File: src/rtl/systolic_skew_feeder.sv
// -----------------------------------------------------------------------------
// systolic_skew_feeder
//
// Upstream operand feeder for an N x N systolic array. Each accepted beat is one
// k-slice: N elements of an A column and N elements of a B row. The feeder
// re-times those slices into diagonally skewed lane streams, so that lane i
// arrives i advance steps after lane 0. Once the last slice has been accepted,
// the feeder pushes N-1 bubble steps to drain the diagonal and then pulses
// o_tile_done for one cycle.
//
// The delay line moves only on cycles where the array controller strobes
// i_adv while a tile is feeding or flushing. Element data is carried through
// bit-for-bit, with no arithmetic applied.
//
// Build option (macro): SKEW_ZERO_FILL_EN
//   defined   : a bubble loads a=b=0, so a lane with en=0 drives all-zero data
//               and an idle or drained array sees +0.0 on its buses.
//   undefined : a bubble clears only en, and each stage keeps its previous
//               a/b data. This reduces toggling on the wide data buses.
//   en_skew_out timing is the same in both builds.
//
// Parameters
//   DWIDTH : element width in bits
//   N      : number of lanes (array dimension)
//   KMAX   : maximum number of slices per tile
//   KW     : slice-count width, $clog2(KMAX+1)
//
// Ports
//   i_clk          clock
//   i_rst          synchronous reset, active high
//   i_start        begin a tile (sampled in IDLE only)
//   i_k_len        number of slices in the tile, latched on start
//                  (values above KMAX saturate to KMAX)
//   i_adv          array step strobe; one skew shift per cycle high
//   i_in_valid     a slice is available on i_a_vec_in / i_b_vec_in
//   o_in_ready     the feeder consumes a slice this cycle if one is valid
//   i_a_vec_in     A slice; lane i = bits [i*DWIDTH +: DWIDTH]
//   i_b_vec_in     B slice; same packing as i_a_vec_in
//   o_a_skew_out   skewed A lanes (to PE row i a_in)
//   o_b_skew_out   skewed B lanes (to PE column i b_in)
//   o_en_skew_out  lane i currently carries valid data
//   o_busy         a tile is in progress
//   o_tile_done    one-cycle pulse at the end of a tile
// -----------------------------------------------------------------------------
module systolic_skew_feeder #(
    parameter int DWIDTH = 64,
    parameter int N      = 4,
    parameter int KMAX   = 256,
    parameter int KW     = $clog2(KMAX + 1)
) (
    input  logic                i_clk,
    input  logic                i_rst,
    input  logic                i_start,
    input  logic [KW-1:0]       i_k_len,
    input  logic                i_adv,
    input  logic                i_in_valid,
    output logic                o_in_ready,
    input  logic [N*DWIDTH-1:0] i_a_vec_in,
    input  logic [N*DWIDTH-1:0] i_b_vec_in,
    output logic [N*DWIDTH-1:0] o_a_skew_out,
    output logic [N*DWIDTH-1:0] o_b_skew_out,
    output logic [N-1:0]        o_en_skew_out,
    output logic                o_busy,
    output logic                o_tile_done
);

    typedef enum logic [1:0] {
        ST_IDLE  = 2'd0,
        ST_FEED  = 2'd1,
        ST_FLUSH = 2'd2,
        ST_DONE  = 2'd3
    } state_t;

    localparam logic [KW-1:0] KMAX_K = KW'(KMAX);
    // The DONE transition happens on the flush step that brings the count to N-1.
    localparam logic [KW-1:0] FLUSH_LAST = KW'((N > 1) ? (N - 2) : 0);

    state_t        r_state;
    logic [KW-1:0] r_k_len;
    logic [KW-1:0] r_beat_cnt;
    logic [KW-1:0] r_flush_cnt;
    logic          r_busy;
    logic          r_tile_done;

    logic          w_in_ready;
    logic          w_fire;
    logic          w_step;
    logic [KW-1:0] w_k_len_sat;

    // Handshake: a slice may be consumed only on an advance step while feeding.
    always_comb begin
        w_in_ready = (r_state == ST_FEED) && i_adv;
        w_fire     = w_in_ready && i_in_valid;
        // The skew line moves only while a tile is feeding or flushing.
        // An adv in IDLE or DONE is ignored.
        w_step     = i_adv && ((r_state == ST_FEED) || (r_state == ST_FLUSH));
        if (i_k_len > KMAX_K) begin
            w_k_len_sat = KMAX_K;
        end else begin
            w_k_len_sat = i_k_len;
        end
    end

    // Tile sequencing FSM with registered busy / tile_done outputs.
    always_ff @(posedge i_clk) begin
        if (i_rst) begin
            r_state     <= ST_IDLE;
            r_k_len     <= {KW{1'b0}};
            r_beat_cnt  <= {KW{1'b0}};
            r_flush_cnt <= {KW{1'b0}};
            r_busy      <= 1'b0;
            r_tile_done <= 1'b0;
        end else begin
            case (r_state)
                ST_IDLE: begin
                    r_tile_done <= 1'b0;
                    if (i_start) begin
                        r_k_len     <= w_k_len_sat;
                        r_beat_cnt  <= {KW{1'b0}};
                        r_flush_cnt <= {KW{1'b0}};
                        r_busy      <= 1'b1;
                        if (w_k_len_sat == {KW{1'b0}}) begin
                            r_state     <= ST_DONE;
                            r_tile_done <= 1'b1;
                        end else begin
                            r_state <= ST_FEED;
                        end
                    end else begin
                        r_busy <= 1'b0;
                    end
                end
                ST_FEED: begin
                    if (w_fire) begin
                        r_beat_cnt <= r_beat_cnt + KW'(1);
                        if (r_beat_cnt == (r_k_len - KW'(1))) begin
                            // A single lane has no diagonal to drain.
                            if (N == 1) begin
                                r_state     <= ST_DONE;
                                r_tile_done <= 1'b1;
                            end else begin
                                r_state <= ST_FLUSH;
                            end
                        end
                    end
                end
                ST_FLUSH: begin
                    if (i_adv) begin
                        r_flush_cnt <= r_flush_cnt + KW'(1);
                        if (r_flush_cnt == FLUSH_LAST) begin
                            r_state     <= ST_DONE;
                            r_tile_done <= 1'b1;
                        end
                    end
                end
                ST_DONE: begin
                    r_state     <= ST_IDLE;
                    r_tile_done <= 1'b0;
                    r_busy      <= 1'b0;
                end
                default: begin
                    r_state     <= ST_IDLE;
                    r_tile_done <= 1'b0;
                    r_busy      <= 1'b0;
                end
            endcase
        end
    end

    // Triangular delay line. Lane gi has gi+1 stages. Stage 0 takes the new
    // slice, or a bubble, on each step. The last stage drives the array.
    for (genvar gi = 0; gi < N; gi++) begin : g_lane
        logic [gi:0]              r_en;
        logic [(gi+1)*DWIDTH-1:0] r_a;
        logic [(gi+1)*DWIDTH-1:0] r_b;
        logic [gi:0]              w_en_nxt;
        logic [(gi+1)*DWIDTH-1:0] w_a_nxt;
        logic [(gi+1)*DWIDTH-1:0] w_b_nxt;

        // Values each stage of this lane takes on the next advance step.
        always_comb begin
            w_en_nxt    = r_en;
            w_a_nxt     = r_a;
            w_b_nxt     = r_b;
            w_en_nxt[0] = w_fire;
            if (w_fire) begin
                w_a_nxt[DWIDTH-1:0] = i_a_vec_in[gi*DWIDTH +: DWIDTH];
                w_b_nxt[DWIDTH-1:0] = i_b_vec_in[gi*DWIDTH +: DWIDTH];
            end else begin
`ifdef SKEW_ZERO_FILL_EN
                w_a_nxt[DWIDTH-1:0] = {DWIDTH{1'b0}};
                w_b_nxt[DWIDTH-1:0] = {DWIDTH{1'b0}};
`else
                w_a_nxt[DWIDTH-1:0] = r_a[DWIDTH-1:0];
                w_b_nxt[DWIDTH-1:0] = r_b[DWIDTH-1:0];
`endif
            end
            for (int j = 1; j <= gi; j++) begin
                w_en_nxt[j] = r_en[j-1];
                // Data moves forward only together with a valid entry.
                // A bubble either zeroes the stage or leaves its data as it was.
                if (r_en[j-1]) begin
                    w_a_nxt[j*DWIDTH +: DWIDTH] = r_a[(j-1)*DWIDTH +: DWIDTH];
                    w_b_nxt[j*DWIDTH +: DWIDTH] = r_b[(j-1)*DWIDTH +: DWIDTH];
                end else begin
`ifdef SKEW_ZERO_FILL_EN
                    w_a_nxt[j*DWIDTH +: DWIDTH] = {DWIDTH{1'b0}};
                    w_b_nxt[j*DWIDTH +: DWIDTH] = {DWIDTH{1'b0}};
`else
                    w_a_nxt[j*DWIDTH +: DWIDTH] = r_a[j*DWIDTH +: DWIDTH];
                    w_b_nxt[j*DWIDTH +: DWIDTH] = r_b[j*DWIDTH +: DWIDTH];
`endif
                end
            end
        end

        // Stage registers. They shift only on advance steps and hold otherwise.
        always_ff @(posedge i_clk) begin
            if (i_rst) begin
                r_en <= {(gi+1){1'b0}};
                r_a  <= {((gi+1)*DWIDTH){1'b0}};
                r_b  <= {((gi+1)*DWIDTH){1'b0}};
            end else if (w_step) begin
                r_en <= w_en_nxt;
                r_a  <= w_a_nxt;
                r_b  <= w_b_nxt;
            end else begin
                r_en <= r_en;
                r_a  <= r_a;
                r_b  <= r_b;
            end
        end

        assign o_en_skew_out[gi]                 = r_en[gi];
        assign o_a_skew_out[gi*DWIDTH +: DWIDTH] = r_a[gi*DWIDTH +: DWIDTH];
        assign o_b_skew_out[gi*DWIDTH +: DWIDTH] = r_b[gi*DWIDTH +: DWIDTH];
    end

    assign o_in_ready  = w_in_ready;
    assign o_busy      = r_busy;
    assign o_tile_done = r_tile_done;

endmodule

File: config.mk
export PLATFORM = sky130hd
export DESIGN_NAME = systolic_skew_feeder
export DESIGN_NICKNAME = d
export VERILOG_FILES = /design/src/rtl/systolic_skew_feeder.sv
export SDC_FILE = /design/constraint.sdc
export NUM_CORES = 2
export LEC_CHECK = 0
export ABC_CLOCK_PERIOD_IN_PS = 2500
export BUFFER_PORTS_ARGS = -buffer_cell sky130_fd_sc_hd__clkbuf_2
export CELL_PAD_IN_SITES_DETAIL_PLACEMENT = 2
export CELL_PAD_IN_SITES_GLOBAL_PLACEMENT = 2
export CORE_UTILIZATION = 28
export CTS_CLUSTER_SIZE = 24
export DETAILED_ROUTE_END_ITERATION = 8
export MAX_ROUTING_LAYER = met4
export PLACE_DENSITY = 0.84
export SLEW_MARGIN = 20
export SYNTH_ARGS = -nofsm -noshare
export SYNTH_HDL_FRONTEND = slang
export SYNTH_SLANG_ARGS = --single-unit
File: constraint.sdc
create_clock -name i_clk -period 2.5 [get_ports i_clk]
set_input_delay 0.125 -clock i_clk [delete_from_list [all_inputs] [get_ports i_clk]]
set_output_delay 0.125 -clock i_clk [all_outputs]
set_load 0.02 [all_outputs]
==> flow_summary.json <==
{
  "synth_nets": 6717,
  "clk_latency_ns": 0.84,
  "clock_skew_ns": 0.0498,
  "rsz0062_at_grt": "yes",
  "routed_via_density": 5.04,
  "finalPower_mw": 49.6,
  "setup_viol": 15,
  "setup_ws_ns": -0.197,
  "max_slew_margin_pct": 51.0,
  "cts_made_buffers": 151,
  "grt_pass1_wl_um": 368000,
  "cts_root_buf": "clkbuf_16",
  "routedWlPerCell_um": 26.8,
  "grtUsageTotal_pct": 29.1,
  "crit_type": "reg -> reg",
  "synth_area_mm2": 0.0481,
  "portBuffers": 1044,
  "ys_types": 46,
  "routed_wl_um": 260000,
  "overflow": 0,
  "grt_max_degree": 103,
  "yosys.area.top_type": "dfxtp_1",
  "drt-initial-drc-count": 2772,
  "synth_cells": 6182,
  "synthTopCellsByArea": "dfxtp_1, nand2_1, a21oi_1, buf_4, clkbuf_1",
  "synth_flop_cell": "dfxtp_1",
  "worst_pin_slew_ns": 0.735,
  "ys_seq_area_share_pct": 54.7,
  "htree_levels": 4,
  "die_h_um": 417,
  "nets": 7816,
  "synth.most_common_cell": "nand2_1",
  "first_global_vias": 54300,
  "drt_first_pass_iters": 5,
  "dieArea_mm2": 0.174,
  "finalCriticalPeriod_ns": 2.70,
  "gp_congestion": 1.02,
  "yosys.area.top_type_share_pct": 54.7,
  "drc": 0,
  "ant_nets": 0,
  "path_clk_slew_ns": 0.09,
  "maxSlewViolCount": 0,
  "final_hold_viol_count": 0,
  "path_max_fanout": 42,
  "ys_seq_elements": 1315,
  "io_pins": 1045,
  "stdcell_count": 9705,
  "die_w_um": 417,
  "peakVddDrop_v": 0.000660,
  "critPathRequiredTime_ns": 3.18,
  "start_util_pct": 28.3,
  "critical_path.max_stage_delay_ns": 0.41,
  "clkSinkCount": 1315,
  "rows": 151,
  "failed_checks": "setup timing",
  "core_mm2": 0.170,
  "min-delay-path-class": "in -> reg",
  "num_vias": 48900,
  "synth_edf_count": 0,
  "yosysWarnings": 0,
  "postSynth.asyncResetShare_pct": 0,
  "tritoncts": "built",
  "maxClockFrequency_mhz": 371,
  "power.leakage_nw": 24.0,
  "area_growth_pct": 34.5,
  "syn_avg_cell_area_um2": 7.78,
  "arrival_ns": 3.37,
  "cp_slowest_cell": "a21oi_1",
  "dp_hpwl_um": 151000,
  "critical_path.endpoint_type": "register",
  "yosys-top-cells-count": "nand2_1, dfxtp_1, a21oi_1",
  "worstPathCellList": "inv_1, ha_1, buf_4, and3_4, buf_16, buf_12, nand2_1, a21oi_1",
  "clk_path_buf_depth": 3,
  "startpoint_type": "register",
  "p_per_area_mw_per_mm2": 767,
  "drv_cap": 0,
  "outcome": "finished with violations",
  "dp.cells": 8783,
  "post-route-period-util_pct": 108,
  "drive_above_1_share_pct": 19.7,
  "grt_antenna_before_repair": 94
}
[registers in the layout (all words and copies together), names as in the netlist]
name and flops:
g_lane.r_a 640, g_lane.r_b 640, g_lane.r_en 4, o_busy 1, o_tile_done 1, r_beat_cnt 9, r_flush_cnt 9, r_k_len 9
r_state 2
[routing by layer]
| layer | track usage, % | vias to the layer above | share of wire, % |
|---|---|---|---|
| met1 | 29.8 | 24400 | 37 |
| li1 | - | 21700 | - |
| met4 | 19.3 | 0 | 7.7 |
| met3 | 7.36 | 937 | 6.4 |
| met5 | - | - | 0 |
| met2 | 49.3 | 1884 | 49 |
[stage by stage]
step / hold WS, ns / setup slack (ns) / setup TNS (ns) / area (um^2) / utilization (%)
finish: 0.0817 / -0.197 / -0.580 / 64700 / 38.1
detailed placement: 0.356 / 0.116 / 0 / 53800 / 31.6
CTS: 0.00138 / 0.0735 / 0 / 64400 / 37.9
floorplan: 0.261 / 0.176 / 0 / 48100 / -
global route: 0.0541 / -0.236 / -2.97 / 64700 / 38.1
global placement: 0.349 / 0.140 / 0 / 53800 / 31.6
[what timing repair did]
| item | CTS | global route |
|---|---|---|
| endpoints found under the setup margin | 0 | 35 |
| gates resized for setup | 0 | 15 |
| endpoints found under the hold margin | 584 | 0 |
| setup buffers | 0 | 2 |
| hold buffers | 561 | 0 |
[report_power, final]
group	internal, mW	switching, mW	leakage (nW)
combinational	1.84	2.91	11.0
sequential	21.4	0.363	10.6
clock	12.9	10.3	2.44
[worst max-delay path, delay by kind of cell, from the launching register on]
family          cells  cell delay [ns]
buf+inv             4             0.86
compound gates      1             0.41
flops               1             0.38
fa+ha+maj           1             0.38
simple gates        2             0.36
[final cells by class]
type | instances | area [um^2]
diodes | 92 | 230
clock buffers | 220 | 4360
clock inverters | 47 | 632
fillers | 19000 | 105000
inverters | 10 | 37.5
multi-input cells | 4035 | 17300
flip-flops and latches | 1315 | 26300
well taps | 2218 | 2780
repair buffers | 1768 | 13000
[final timing paths]
kind | startpoint | to | slack (ns) | depth (start not counted)
setup reg to reg | r_state[1] | g_lane[2].r_b[163] | -0.20 | 8
setup / recovery | r_state[1] | g_lane[2].r_b[163] | -0.20 | 8
hold / removal | i_b_vec_in[79] | g_lane[1].r_b[15] | 0.08 | 4
hold reg to reg | g_lane[2].r_a[116] | g_lane[2].r_a[180] | 0.44 | 2
[cells by family after synthesis]
group / count (synthesis) / share of synthesized area [%]
compound gates: 1324 / 13.9
fa+ha+maj: 9 / 0.234
simple gates: 2677 / 21.2
flops: 1315 / 54.7
xor+xnor: 23 / 0.419
mux: 2 / 0.0416
buf+inv: 832 / 9.51
[cells in the final DEF (no fill, tap or decap), types with 4 or more instances in the layout]
cell type	Yosys	layout
bufinv_16	0	6
ha_1	9	9
clkinv_2	0	21
a21oi_2	0	8
nand2_1	2578	2578
xnor2_1	6	6
dfxtp_1	1315	1315
clkinv_16	0	4
clkbuf_8	0	32
clkbuf_1	431	37
xor2_1	17	17
clkbuf_16	0	151
inv_16	0	4
buf_4	385	84
buf_12	0	75
nor2_1	44	43
inv_1	10	10
nor3_1	5	5
a21oi_1	1299	1290
nor3b_1	10	10
diode_2	0	92
clkinv_8	0	6
dlygate4sd3_1	0	561
clkbuf_2	0	1043
nand4_1	10	10
Note: power is estimated with default switching activity, not from simulation.
